### src/rtl/seq_subtractor.sv
// ----------------------------------------------------------------------------
// seq_subtractor
//
// Digit-serial subtractor. Computes D = a - b (mod 2^WIDTH) as a + ~b + 1,
// DIGIT bits per clock, least significant digit first. It also reports the
// unsigned borrow and the two's-complement overflow of the subtraction.
//
// Handshake: an operand pair is accepted in IDLE (in_valid & in_ready). The
// result is presented in DONE (out_valid) and held until out_ready.
// out_valid rises WIDTH/DIGIT clock edges after the accept edge.
//
// Ports
//   clk        rising-edge clock
//   rst_n      asynchronous active-low reset
//   in_valid   operands a/b are valid
//   in_ready   block can accept operands (IDLE only)
//   a          minuend, WIDTH bits
//   b          subtrahend, WIDTH bits
//   out_valid  D/borrow/overflow are valid (DONE only)
//   out_ready  consumer takes the result
//   D          difference a - b modulo 2^WIDTH
//   borrow     1 iff a < b (unsigned)
//   overflow   two's-complement overflow of a - b
// ----------------------------------------------------------------------------
module seq_subtractor #(
    parameter int WIDTH = 32,
    parameter int DIGIT = 4
) (
    input  logic             clk,
    input  logic             rst_n,
    input  logic             in_valid,
    output logic             in_ready,
    input  logic [WIDTH-1:0] a,
    input  logic [WIDTH-1:0] b,
    output logic             out_valid,
    input  logic             out_ready,
    output logic [WIDTH-1:0] D,
    output logic             borrow,
    output logic             overflow
);

    localparam int NDIG  = WIDTH / DIGIT;
    localparam int CNT_W = (NDIG > 1) ? $clog2(NDIG) : 1;
    localparam logic [CNT_W-1:0] LAST_DIG = CNT_W'(NDIG - 1);

    typedef enum logic [1:0] {
        IDLE = 2'd0,
        RUN  = 2'd1,
        DONE = 2'd2
    } state_t;

    state_t state, state_nx;

    logic [WIDTH-1:0] a_q;
    logic [WIDTH-1:0] b_q;
    logic [WIDTH-1:0] d_q;
    logic [CNT_W-1:0] cnt_q;
    logic             carry_q;
    logic             borrow_q;
    logic             ovf_q;

    logic [DIGIT-1:0] a_dig;
    logic [DIGIT-1:0] b_dig;
    logic [DIGIT:0]   dig_sum;
    logic             last_dig;
    logic             accept;

    assign accept   = (state == IDLE) && in_valid;
    assign last_dig = (cnt_q == LAST_DIG);

    // Select the current digit of each captured operand. Constant-index
    // slices keep the mux free of variable part-select arithmetic.
    always_comb begin
        a_dig = '0;
        b_dig = '0;
        for (int i = 0; i < NDIG; i++) begin
            if (cnt_q == CNT_W'(i)) begin
                a_dig = a_q[i*DIGIT +: DIGIT];
                b_dig = b_q[i*DIGIT +: DIGIT];
            end
        end
    end

    // Subtraction digit: a + ~b + carry, carry seeded with 1 on accept.
    assign dig_sum = {1'b0, a_dig} + {1'b0, ~b_dig} + {{DIGIT{1'b0}}, carry_q};

    // State register
    always_ff @(posedge clk or negedge rst_n) begin
        if (!rst_n) begin
            state <= IDLE;
        end else begin
            state <= state_nx;
        end
    end

    // Next-state logic
    always_comb begin
        state_nx = state;
        case (state)
            IDLE:    if (in_valid)  state_nx = RUN;
            RUN:     if (last_dig)  state_nx = DONE;
            DONE:    if (out_ready) state_nx = IDLE;
            default:                state_nx = IDLE;
        endcase
    end

    // Output decode
    always_comb begin
        in_ready  = (state == IDLE);
        out_valid = (state == DONE);
    end

    // Datapath: operand capture, digit accumulation and result flags.
    always_ff @(posedge clk or negedge rst_n) begin
        if (!rst_n) begin
            a_q      <= '0;
            b_q      <= '0;
            d_q      <= '0;
            cnt_q    <= '0;
            carry_q  <= 1'b0;
            borrow_q <= 1'b0;
            ovf_q    <= 1'b0;
        end else if (accept) begin
            a_q     <= a;
            b_q     <= b;
            cnt_q   <= '0;
            carry_q <= 1'b1;
        end else if (state == RUN) begin
            for (int i = 0; i < NDIG; i++) begin
                if (cnt_q == CNT_W'(i)) begin
                    d_q[i*DIGIT +: DIGIT] <= dig_sum[DIGIT-1:0];
                end
            end
            carry_q <= dig_sum[DIGIT];
            cnt_q   <= cnt_q + 1'b1;
            if (last_dig) begin
                // The last digit's top bit is the result sign bit.
                borrow_q <= ~dig_sum[DIGIT];
                ovf_q    <= (a_q[WIDTH-1] != b_q[WIDTH-1]) &&
                            (dig_sum[DIGIT-1] != a_q[WIDTH-1]);
            end
        end
    end

    assign D        = d_q;
    assign borrow   = borrow_q;
    assign overflow = ovf_q;

endmodule
### config.mk
export PLATFORM = sky130hd
export DESIGN_NAME = seq_subtractor
export DESIGN_NICKNAME = d
export VERILOG_FILES = /design/src/rtl/seq_subtractor.sv
export SDC_FILE = /design/constraint.sdc
export NUM_CORES = 1
export LEC_CHECK = 0
export BUFFER_PORTS_ARGS = -buffer_cell sky130_fd_sc_hd__buf_2
export CORE_MARGIN = 1.5
export CORE_UTILIZATION = 31
export DETAILED_ROUTE_END_ITERATION = 8
export PLACE_DENSITY = 0.51
export RECOVER_POWER = 50
export SLEW_MARGIN = 0
export SYNTH_ARGS = -nofsm -noshare
export SYNTH_HDL_FRONTEND = slang
export SYNTH_SLANG_ARGS = --single-unit
### constraint.sdc
create_clock -name clk -period 4.2 [get_ports clk]
set_input_delay 0.21 -clock clk [delete_from_list [all_inputs] [get_ports clk]]
set_output_delay 0.21 -clock clk [all_outputs]
set_load 0.03 [all_outputs]
# Word-level counts from Yosys, hierarchy flattened
# Index checks and enable logic that the tools add are counted.
totals:
  mem_bits_ro: 0
  register_bits: 104
  output_inout_bits: 36
  mem_bits_rw: 0
  n_memories: 0
  latch_bits: 0
classes:
  muxes: 24
  addsub: 3
  n_lt_le_gt_ge: 0
  shifts: 0
  n_div: 0
  n_reduce_logical: 14
  n_eq_ne: 14
  bitwise: 3
  multipliers: 0
ops:
  columns: ["cell", "count"]
  rows:
  - ["$mux 4", 16]
  - ["$reduce_and 3->1", 9]
  - ["$eq 3x3->1 const B", 4]
  - ["$eq 3x2->1 const B", 2]
  - ["$mux 2", 3]
  - ["$mux 3", 2]
  - ["$pmux 2 s3", 1]
  - ["$add 4x4->5", 1]
  - ["$add 5x1->5", 1]
  - ["$ne 2x2->1 const B", 2]
  - ["$not 4->4", 1]
  - ["$add 3x1->3 const B", 1]
  - ["$eq 3x1->1 const B", 1]
  - ["$logic_not 3->1", 1]
  - ["$eq 2x1->1 const B", 1]
  - ["$eq 2x2->1 const B", 1]
  - ["$logic_and 1x1->1", 2]
  - ["$logic_not 2->1", 1]
  - ["$mux 1", 2]
  - ["$ne 1x1->1", 2]
  - ["$ne 2x1->1 const B", 1]
  - ["$not 1->1", 2]
  - ["$reduce_bool 2->1", 1]

# Longest topological paths before layout
# Gate-level depths: netlist (run 1).
depth:
  depth_word: 14
  depth_mapped: 14
  mapped_depth_nobuf: 12

# Worst setup path before layout (run 1)
# OpenSTA, ideal clock, no wires.
synth_path:
  kind: "reg2reg"
  startpoint: "reg cnt_q[2]"
  endpoint: "reg d_q[21] (netlist: D[21])"
  slack_ns: 1.069
  path_stages_with_launch: 12
  t_required_ns: 4.075
  n_path_buf: 2
  period_less_slack_ns: 3.131
  arrival_ns: 3.006
  cell_sequence: "dfrtp_1 buf_4 clkinv_1 ha_1 buf_6 a221oi_1 o221ai_1 a32o_1 fa_1 inv_1 fa_1 mux2_2"
synth_via:
  elab_chain_len: 12
  word_cells_on_any_way: 28
  cone_classes: "add/sub: 2; eq/ne: 7; mux: 16; bitwise: 1; reduce/logical: 2"
synth_rtl:
  columns: ["item", "line", "rtl"]
  rows:
  - ["start, declared", "57", "logic [CNT_W-1:0] cnt_q;"]
  - ["start signal, assigned", "135", "cnt_q <= cnt_q + 1'b1;"]
  - ["$logic_not 3->1", "77", "if (cnt_q == CNT_W'(i)) begin"]
  - ["$mux 4 (8 in a row)", "77", null]
  - ["$not 4->4", "85", "assign dig_sum = {1'b0, a_dig} + {1'b0, ~b_dig} + {{DIGIT{1'b0}}, carry_q};"]
  - ["$add 4x4->5 *", "85", null]
  - ["$add 5x1->5 *", "85", null]
  - ["net dig_sum[1]", "64", "logic [DIGIT:0] dig_sum;"]
  - ["end signal, assigned by index", "131", "d_q[i*DIGIT +: DIGIT] <= dig_sum[DIGIT-1:0];"]
  - ["end, declared", "56", "logic [WIDTH-1:0] d_q;"]
# Mark *: on every way through the listed nets, which the timed path passes. The rest lies on a longest branch.
# A chain may end at the register's enable or synchronous reset.

# Worst setup path after layout (run 1)
layout_path:
  startpoint: "reg cnt_q[0]"
  endpoint: "reg d_q[6] (netlist: D[6])"
layout_via:
  elab_chain_len: 12
  word_cells_on_any_way: 28
  cone_classes: "add/sub: 2; eq/ne: 7; mux: 16; bitwise: 1; reduce/logical: 2"
layout_rtl:
  columns: ["item", "line"]
  rows:
  - ["$logic_not 3->1", "77"]
  - ["$mux 4 (8 in a row)", "77"]
  - ["$not 4->4", "85"]
  - ["$add 4x4->5", "85"]
  - ["$add 5x1->5", "85"]
# Parallel ways exist; a longest one is shown, timed or not.

==> results.md, run 1 <==
* WP buf/inv at 1
* Post-synthesis instance area at slightly below 5000 um2
* Max cap viols at 3
* FF/Latch Area at 2600 um2
* Boundary Pins at ~100
* Register bit total from synthesis at ~100
* DIE AREA at 16400 um2
* Leakage at 0.00280 uW
* Slowest CP cell: ha_1
* Measured slew at the worst slew-check pin at 2140 ps
* # port buffers at 103
* Clock slew at reported path FFs at 70 ps
* Routability Congestion at 0.864
* CP delay by family, top: adder cells
* Final #Nets at 716
* CTS Buf Count at 9
* Core area at between 15000 and 20000 um2
* PD cells at around 950 nW/um2
* Synth Warn # at 0
* Critical Path RT at 4410 ps
* Setup TNS at 0 ps
* DRT iter0 DRCs at 261
* Synth Instances at 546
* Wirelength per Cell at 15.1 um
* Die Height at 128 um
* Largest net degree at the start of global routing at 65
* F_max at 279 MHz
* Fill cell count at 1599
* Flop pwr share at between 30% and 40%
* EDFF count, synth at 0
* Tightest Hold Check Type: in -> reg
* # diodes at 0
* Vias per inst at 4.75
* Clk_lat worst skew at 350 ps
* Drc violations at 0
* P_int at 2900 uW
* Area growth, synth to finish at 19.2%
* Grt ovf at 0
* Status: finished, violations left
* Ys flop type: dfrtp_1
* Worst slew margin at -42.9%
* Starting Density at 31.8%
* CTS tree: yes
* Minimum clock period at about 3600 ps
* Final-report setup violation count at 0
* RSZ-0062 raised after global routing: false
* Crit path DAT at 3790 ps
* Share of cells above drive strength 1 at 15.7%
* Violated checks: max-capacitance violations, max-slew violations
* CTS Sinks at around 100
* 1st-pass router iterations at 4
* First-pass GRT wire length at 20600 um
* Mean Syn Cell Area at 8.89 um2
* CTS Buffer Depth at 2
* Fin util at about 38%
* Most common cell after layout, fill and taps aside: nand2_1
* Clock Tree Root: clkbuf_16
* CP max stage delay at 640 ps
* H-tree levels at 3
* Switch share at 47.3%
* Seq/Total Area, Yosys at 53.6%
* Initial antenna violation count at 0
* Routed wire length at roughly 13000 um
* CP Class: reg -> reg
* Tcrit/Tclk final at 85.2%
* Final hold vios at 0
* Most frequent cells in the layout: 210 x nand2_1, 104 x dfrtp_1, 66 x buf_2
* Comb pwr share at 52.8%
* Footprint of the multi-input gates at 2020 um2
* Overall via count from detail_route at roughly 4100
* Total GRT Usage at between 10% and 20%
* Setup repair bufs after CTS at 0
* DP Wirelength at 9530 um
* # rows at 45
* Netlist cell types at 43
* Post-synth ARST share at 100%
* Syn Nets at 625
* Maximum vdd drop at between 300 and 400 uV
* Psw at roughly 2600 uW
* Die Width at ~130 um
* Final ANT Viol Nets at 0
* Slew Viols, Final at between 150 and 200
* CP max FO at 21
* Critical Path Sink Type: flip-flop
* Vias in the first global route at 3889
* Cell chain of the critical path: ha_1, ha_1, nor2_1, a221oi_1, o221ai_1, a32oi_1, fa_1, inv_1, fa_1, xnor2_1, o21ai_0
* Worst hold margin at 45.6 ps
* CP startpoint kind: flip-flop
* Fin Clk Skew at 7.98 ps
* Clock Power Share at 14.8%
-- worst paths after layout --
kind	start	end	slack [ps]	cells past startpoint
worst min-delay path	a[24]	a_q[24]$_DFFE_PN0P_	50	3
worst min register to register	D[24]$_DFFE_PN0P_	D[24]$_DFFE_PN0P_	480	2
max in group asynchronous	rst_n	b_q[18]$_DFFE_PN0P_	2090	3
worst max register to register	cnt_q[0]$_DFFE_PN0P_	D[6]$_DFFE_PN0P_	620	11
worst max-delay path	cnt_q[0]$_DFFE_PN0P_	D[6]$_DFFE_PN0P_	620	11
min in group asynchronous	rst_n	D[28]$_DFFE_PN0P_	790	2
-- synthesized netlist by cell type, types with 3 or more instances --
library cell | instances | area, um2
a211oi_1 | 3 | 22.5
a21o_1 | 3 | 22.5
a21oi_1 | 19 | 95.1
a221o_1 | 3 | 30.0
a221oi_1 | 9 | 78.8
buf_2 | 19 | 95.1
clkbuf_1 | 10 | 37.5
dfrtp_1 | 104 | 2600
ha_1 | 9 | 113
inv_1 | 21 | 78.8
mux2_2 | 9 | 101
nand2_1 | 210 | 788
nand2b_1 | 4 | 25.0
nand3_1 | 4 | 20.0
nand3b_1 | 7 | 52.6
nor2_1 | 13 | 48.8
nor2b_1 | 3 | 18.8
nor3_1 | 5 | 25.0
nor3b_1 | 4 | 30.0
o21ai_0 | 51 | 255
o31ai_1 | 3 | 22.5
-- final cells by class --
type,count,area share [%]
flip-flops and latches,104,45.0
multi-input cells,389,34.9
repair buffers,111,9.14
well taps,211,4.56
clock buffers,10,4.13
inverters,22,1.43
clock inverters,6,0.886
-- kinds of logic after synthesis --
logic type,share of synthesized area [%]
simple gates,21.8
compound gates,14.2
flops,53.6
buf+inv,4.82
fa+ha+maj,3.14
mux,2.09
xor+xnor,0.361
-- layer usage --
layer | track usage [%] | up-vias | wire length, um
met5 | 0 | - | 0
met4 | 5.68 | 0 | 250
met3 | 4.13 | 18 | 627
met2 | 23.9 | 121 | 5710
met1 | 23.2 | 1920 | 6310
li1 | - | 1996 | -
-- power by group through the flow --
stage / Combinational, uW / Clock [uW] / Sequential, uW
after global routing: 3250 / 875 / 1840
after CTS: 3010 / 839 / 1780
after global placement: 2920 / 0 / 1790
after detailed placement: 3000 / 0 / 1800
final: 2900 / 812 / 1780
after floorplan: 1800 / 0 / 2000
-- registers in the layout, indices dropped and copies added (netlist names) --
| name | cells |
|---|---|
| D | 32 |
| a_q | 32 |
| b_q | 32 |
| borrow | 1 |
| carry_q | 1 |
| cnt_q | 3 |
| overflow | 1 |
| state | 2 |
-- worst register-to-register path, cell delays in order, from the launching register on --
cell      delay (ps)
dfrtp_1          410
ha_1             200
ha_1             640
nor2_1           160
a221oi_1         290
o221ai_1         180
a32oi_1          250
fa_1             230
inv_1             60
fa_1             390
xnor2_1          470
o21ai_0          190
-- metrics by stage --
step	power [uW]	setup slack (ps)	instances	area [um2]
6_report	5490	621	853	5790
5_1_grt	5960	247	853	5790
4_1_cts	5620	608	853	5840
3_5_place_dp	4790	621	836	5540
3_3_place_gp	4710	722	836	5540
2_1_floorplan	3800	1070	546	4860
-- what timing repair did --
action / CTS / global route
endpoints found under the setup margin: 0 / 0
gates resized for setup: 0 / 0
hold endpoints to repair: 38 / 0
hold buffers: 1 / 0
(Power assumes the default switching activity.)
==> run 2: changes to the inputs <==
--- a/config.mk
+++ b/config.mk
@@ -9,6 +9,7 @@
 export CORE_MARGIN = 1.5
 export CORE_UTILIZATION = 31
 export DETAILED_ROUTE_END_ITERATION = 8
+export HOLD_SLACK_MARGIN = 0.06
 export PLACE_DENSITY = 0.51
 export RECOVER_POWER = 50
 export SLEW_MARGIN = 0
==> run 2 against run 1 <==
- cell area grew 6.4%
- global-route usage grew 0.27 points
- non-clock buffer count grew 37
- critical path type unchanged
- critical path depth is the same
- register-to-register slack got worse by 20 ps
- hold slack improved by 13 ps
- wire length rose by 1.7%
- clock-buffer cell count stayed put
- clock skew shrank 0.60 ps
- critical endpoint unchanged
- worst setup slack got worse by 16 ps
- first-iteration DRC count down 8.4%
- clock power is essentially flat
- highest routed layer unchanged
- the run still ends with max-capacitance violations, max-slew violations left
==> results.md, run 2 (same netlist as run 1, synthesis figures left out) <==
* CTS tree: yes
* DRT iter0 DRCs at 239 (-8.4%)
* Slowest CP cell: ha_1
* CP startpoint kind: flip-flop
* Largest net degree at the start of global routing at 65 (unchanged)
* Die Height at 128 um (unchanged)
* CP max FO at 21 (unchanged)
* Drc violations at 0 (unchanged)
* Fill cell count at 1569 (-1.9%)
* Worst slew margin at -46.0% (-3.1 points)
* Share of cells above drive strength 1 at 14.9% (-0.86 points)
* DIE AREA at 16400 um2 (unchanged)
* CTS Buffer Depth at 2 (unchanged)
* Tcrit/Tclk final at 85.6% (+0.37 points)
* RSZ-0062 raised after global routing: false
* Maximum vdd drop at 384 uV (+0.41%)
* Total GRT Usage at 16.5% (+0.27 points)
* Status: finished, violations left
* # diodes at 0 (unchanged)
* Vias in the first global route at 4024 (+3.5%)
* F_max at 278 MHz (-0.44%)
* CTS Buf Count at 9 (unchanged)
* Psw at 2600 uW (+0.29%)
* Cell chain of the critical path: ha_1, ha_1, nor2_1, a221oi_1, o221ai_1, a32oi_1, fa_1, inv_1, fa_1, xnor2_1, o21ai_0
* Clock Power Share at 14.7% (about the same)
* Clock Tree Root: clkbuf_16
* Comb pwr share at 53.0% (+0.2 points)
* # rows at 45 (unchanged)
* First-pass GRT wire length at 21000 um (+1.8%)
* Most frequent cells in the layout: 210 x nand2_1, 104 x dfrtp_1, 66 x buf_2
* Slew Viols, Final at 153 (unchanged)
* Starting Density at 31.8% (unchanged)
* Clk_lat worst skew at 360 ps (about the same)
* Tightest Hold Check Type: in -> reg
* Measured slew at the worst slew-check pin at 2190 ps (+46.9 ps)
* Flop pwr share at 32.3% (about the same)
* Setup TNS at 0 ps (unchanged)
* P_int at 2920 uW (+0.78%)
* Clock slew at reported path FFs at 70 ps (about the same)
* 1st-pass router iterations at 4 (unchanged)
* Boundary Pins at 104 (unchanged)
* Final hold vios at 0 (unchanged)
* Vias per inst at 4.71 (-0.87%)
* Violated checks: max-capacitance violations, max-slew violations
* Final ANT Viol Nets at 0 (unchanged)
* Setup repair bufs after CTS at 0 (unchanged)
* Routability Congestion at 0.864 (unchanged)
* CTS Sinks at 104 (unchanged)
* Overall via count from detail_route at 4194 (+3.4%)
* CTS resizes at 0 (unchanged)
* Most common cell after layout, fill and taps aside: nand2_1
* Max cap viols at 3 (unchanged)
* Wirelength per Cell at 14.7 um (-2.6%)
* Grt ovf at 0 (unchanged)
* Area growth, synth to finish at 26.8%
* DP Wirelength at 9530 um (unchanged)
* Final-report setup violation count at 0 (unchanged)
* Crit path DAT at 3810 ps (+20 ps)
* WP buf/inv at 1 (unchanged)
* Minimum clock period at 3600 ps (+15.7 ps)
* Leakage at 0.00296 uW (+5.5%)
* Fin Clk Skew at 7.38 ps (-0.599 ps)
* Routed wire length at 13100 um (+1.7%)
* Core area at 15300 um2 (unchanged)
* PD cells at 897 nW/um2 (-5.5%)
* Initial antenna violation count at 0 (unchanged)
* Fin util at 40.4% (+2.4 points)
* CP max stage delay at 640 ps (about the same)
* Critical Path Sink Type: flip-flop
* H-tree levels at 3 (unchanged)
* Critical Path RT at 4420 ps (about the same)
* # port buffers at 103 (unchanged)
* CP delay by family, top: adder cells
* CP Class: reg -> reg
* Die Width at 128 um (unchanged)
* Final #Nets at 753 (+5.2%)
* Switch share at 47.1% (-0.12 points)
==> run 2: cell count changes in the layout (fill, tap and decap cells not counted) <==
cell           change
dlygate4sd3_1     +37
==> run 2: tightest hold or removal path, delay by kind of cell <==
family	cells	cell delay [ps]
AO/OA/AOI/OAI	1	50
buffers and inverters	1	70
AND/OR/NAND/NOR	1	30
==> run 2: final cells by class <==
cell class / count / area, um2 / area share (%)
Tap cell: 211 / 264 / 4.29
Clock inverter: 6 / 51.3 / 0.833
Clock buffer: 10 / 239 / 3.88
Multi-Input combinational cell: 389 / 2020 / 32.8
Timing Repair Buffer: 148 / 900 / 14.6
Inverter: 22 / 82.6 / 1.34
Sequential cell: 104 / 2600 / 42.3
==> run 2: metrics by stage <==
stage                     std cells  instance area, um2  worst slack, ps  power [uW]  hold WS [ps]
after floorplan                 546                4860             1070        3800         -85.6
after global placement          836                5540              722        4710           352
after detailed placement        836                5540              621        4790           371
after CTS                       890                6210              608        5650          61.8
after global routing            890                6160              247        5990          64.2
final                           890                6160              605        5520          58.9
==> run 2: layer usage <==
layer  part of all wire [%]  up-vias  global-route usage [%]  wire length [um]
li1                       -     2067                       -                 -
met1                     48     1993                    23.3              6360
met2                     45      117                    24.9              5900
met3                    4.6       17                    3.92               603
met4                    1.9        0                    5.68               250
met5                      0        -                       0                 0
==> run 2: worst paths after layout <==
| path | from | endpoint | slack, ps | cells after the start |
|---|---|---|---|---|
| min in group asynchronous | rst_n | D[28]$_DFFE_PN0P_ | 790 | 2 |
| worst min register to register | a_q[7]$_DFFE_PN0P_ | a_q[7]$_DFFE_PN0P_ | 480 | 2 |
| max in group asynchronous | rst_n | a_q[9]$_DFFE_PN0P_ | 2090 | 3 |
| worst min-delay path | b[12] | b_q[12]$_DFFE_PN0P_ | 60 | 3 |
| worst max-delay path | cnt_q[0]$_DFFE_PN0P_ | D[6]$_DFFE_PN0P_ | 600 | 11 |
| worst max register to register | cnt_q[0]$_DFFE_PN0P_ | D[6]$_DFFE_PN0P_ | 600 | 11 |
==> run 2: timing repair <==
item                                    CTS  global route
endpoints found under the setup margin    0             0
hold buffers                             38             0
hold endpoints to repair                100             0
==> run 2: power groups by stage <==
stage	logic [uW]	clock network, uW	registers, uW
after floorplan	1800	0	2000
after global placement	2920	0	1790
after detailed placement	3000	0	1800
after CTS	3030	839	1780
after global routing	3280	872	1840
final	2930	814	1780
==> run 3: changes to the inputs <==
--- a/config.mk
+++ b/config.mk
@@ -6,6 +6,7 @@
 export NUM_CORES = 1
 export LEC_CHECK = 0
 export BUFFER_PORTS_ARGS = -buffer_cell sky130_fd_sc_hd__buf_2
+export CORE_ASPECT_RATIO = 0.9
 export CORE_MARGIN = 1.5
 export CORE_UTILIZATION = 31
 export DETAILED_ROUTE_END_ITERATION = 8
==> constraint.sdc (replaced) <==
create_clock -name clk -period 4 [get_ports clk]
set_input_delay 0.2 -clock clk [delete_from_list [all_inputs] [get_ports clk]]
set_output_delay 0.2 -clock clk [all_outputs]
set_load 0.03 [all_outputs]
==> run 3 against run 2 <==
- the flow still finishes with violations (max-capacitance violations, max-slew violations)
- worst setup slack got worse by 170 ps
- clock-buffer cell count decreased by 1
- sequential cell count unchanged
- first-iteration DRC count decreased by 8.8%
- total power increased by 6.5%
- sequential power increased by 5%
- register-to-register slack got worse by 170 ps
- wire length increased by 1.1%
- combinational power increased by 8.5%
- clock power increased by 2.6%
- maximum frequency increased by 0.85%
==> results.md, run 3 (same netlist as run 1, synthesis figures left out) <==
* Tightest Hold Check Type: in -> reg
* Routed wire length at 13300 um (+1.1%)
* Largest net degree at the start of global routing at 74 (+14%)
* Fin Clk Skew at 12.0 ps (+4.57 ps)
* Leakage at 0.00302 uW (+2.0%)
* Most frequent cells in the layout: 210 x nand2_1, 104 x dfrtp_1, 66 x buf_2
* 1st-pass router iterations at 4 (unchanged)
* Drc violations at 0 (unchanged)
* Violated checks: max-capacitance violations, max-slew violations
* Vias per inst at 4.75 (+0.78%)
* Final hold vios at 0 (unchanged)
* Final-report setup violation count at 0 (unchanged)
* Post-route design area at 6280 um2 (+1.9%)
* Wirelength per Cell at 14.8 um (+0.46%)
* Grt ovf at 0 (unchanged)
* Overall via count from detail_route at 4255 (+1.5%)
* DP Area at 5550 um2 (+0.20%)
* DP Wirelength at 9500 um (-0.23%)
* Initial antenna violation count at 0 (unchanged)
* RSZ-0062 raised after global routing: false
* Fill cell count at 1634 (+4.1%)
* Critical Path Sink Type: flip-flop
* Slew Viols, Final at 126 (-18%)
* Area growth, synth to finish at 29.3%
* Worst slew margin at -42.2% (+3.8 points)
* Boundary Pins at 104 (unchanged)
* F_max at 281 MHz (+0.85%)
* DIE AREA at 16400 um2 (about the same)
* Footprint of the multi-input gates at 2020 um2 (about the same)
* Final ANT Viol Nets at 0 (unchanged)
* Clk_lat worst skew at 360 ps (about the same)
* CP max stage delay at 900 ps (+260 ps)
* CTS Buf Count at 9 (unchanged)
* Crit path DAT at 3800 ps (about the same)
* First-pass GRT wire length at 21300 um (+1.5%)
* Vias in the first global route at 4215 (+4.7%)
* CTS Sinks at 104 (unchanged)
* CTS resizes at 0 (unchanged)
* Clock slew at reported path FFs at 80 ps (about the same)
* Share of cells above drive strength 1 at 15.1% (+0.25 points)
* Critical Path RT at 4240 ps (-180 ps)
* Total GRT Usage at 16.7% (+0.20 points)
* # port buffers at 103 (unchanged)
* Source of the critical timing path: cnt_q[1]$_DFFE_PN0P_
* Final Total Pwr at 5880 uW (+6.5%)
* CP max FO at 31 (+48%)
* Starting Density at 31.6% (-0.27 points)
* Crit Reg-Reg Startpoint: cnt_q[1]$_DFFE_PN0P_
* CP Class: reg -> reg
* Clock Tree Root: clkbuf_16
* PD cells at 937 nW/um2 (+4.5%)
* H-tree levels at 3 (unchanged)
* CTS Buffer Depth at 2 (unchanged)
* Die Width at 135 um (+5.3%)
* Cell chain of the critical path: inv_1, ha_1, a211oi_1, o21ai_0, o221ai_1, a32o_1, fa_1, inv_1, fa_1, mux2_2
* Max cap viols at 2 (-1)
* FF/Latch Area at 2600 um2 (unchanged)
* Tcrit/Tclk final at 89.1% (+3.5 points)
* Hold Crit Start: a[21]
* # diodes at 0 (unchanged)
* Routability Congestion at 0.852 (-1.4%)
* Slowest CP cell: ha_1
* Most common cell after layout, fill and taps aside: nand2_1
* DRT iter0 DRCs at 218 (-8.8%)
* CTS tree: yes
* Core area at 15400 um2 (+0.84%)
* Die Height at 122 um (-5.0%)
* Status: finished, violations left
* Setup TNS at 0 ps (unchanged)
* CP startpoint kind: flip-flop
* Minimum clock period at 3560 ps (-30.3 ps)
* Final #Nets at 768 (+2.0%)
* Measured slew at the worst slew-check pin at 2130 ps (-57.3 ps)
* # rows at 43 (-4.4%)
* Maximum vdd drop at 550 uV (+43%)
## run 3: power by group
part / total, uW / leakage (uW) / switching, uW / internal [uW]
sequential: 1870 / 0.00129 / 312 / 1560
clock: 835 / 0.000134 / 407 / 429
combinational: 3180 / 0.00159 / 2040 / 1140
## run 3: path summary, 6_finish.rpt
path	end	slack, ps	cells past startpoint
max reg2reg	D[17]$_DFFE_PN0P_	440	10
max	D[17]$_DFFE_PN0P_	440	10
min reg2reg	b_q[3]$_DFFE_PN0P_	480	2
min	a_q[21]$_DFFE_PN0P_	60	3
min in group asynchronous	carry_q$_DFFE_PN0P_	860	2
max in group asynchronous	D[21]$_DFFE_PN0P_	1520	3
## run 3: timing repair
item | CTS | global route
buffers inserted | 0 | 0
endpoints found under the hold margin | 121 | 0
hold buffers | 50 | 0
## run 3: stage by stage
stage	utilization (%)	worst slack, ps	hold WS (ps)	std cells
detailed placement	36.1	489	383	830
global route	40.8	177	69.7	896
finish	40.8	435	59.8	896
floorplan	-	869	-95.6	546
CTS	41.1	477	60.6	896
global placement	36.1	625	377	830
## run 3: final cells by class
| type | instances | area share [%] |
|---|---|---|
| repair buffers | 163 | 16.6 |
| well taps | 202 | 4.03 |
| inverters | 22 | 1.32 |
| multi-input cells | 389 | 32.2 |
| clock inverters | 7 | 0.857 |
| clock buffers | 9 | 3.59 |
| flip-flops and latches | 104 | 41.5 |
## run 3: metal layers
layer | vias to the layer above | share of wire [%] | global-route usage [%]
met1 | 2058 | 46 | 21.7
met3 | 6 | 4.8 | 3.45
met5 | - | 0 | 0
met4 | 0 | 0.80 | 4.44
li1 | 2095 | - | -
met2 | 96 | 48 | 28.6
## run 3: critical path: cells and delay by family (launching register included)
kind | cells | cell delay, ps
DFF | 1 | 410
muxes | 1 | 310
AOI/OAI and AO/OA | 4 | 700
adders and majority gates | 3 | 1830
buffers and inverters | 2 | 190
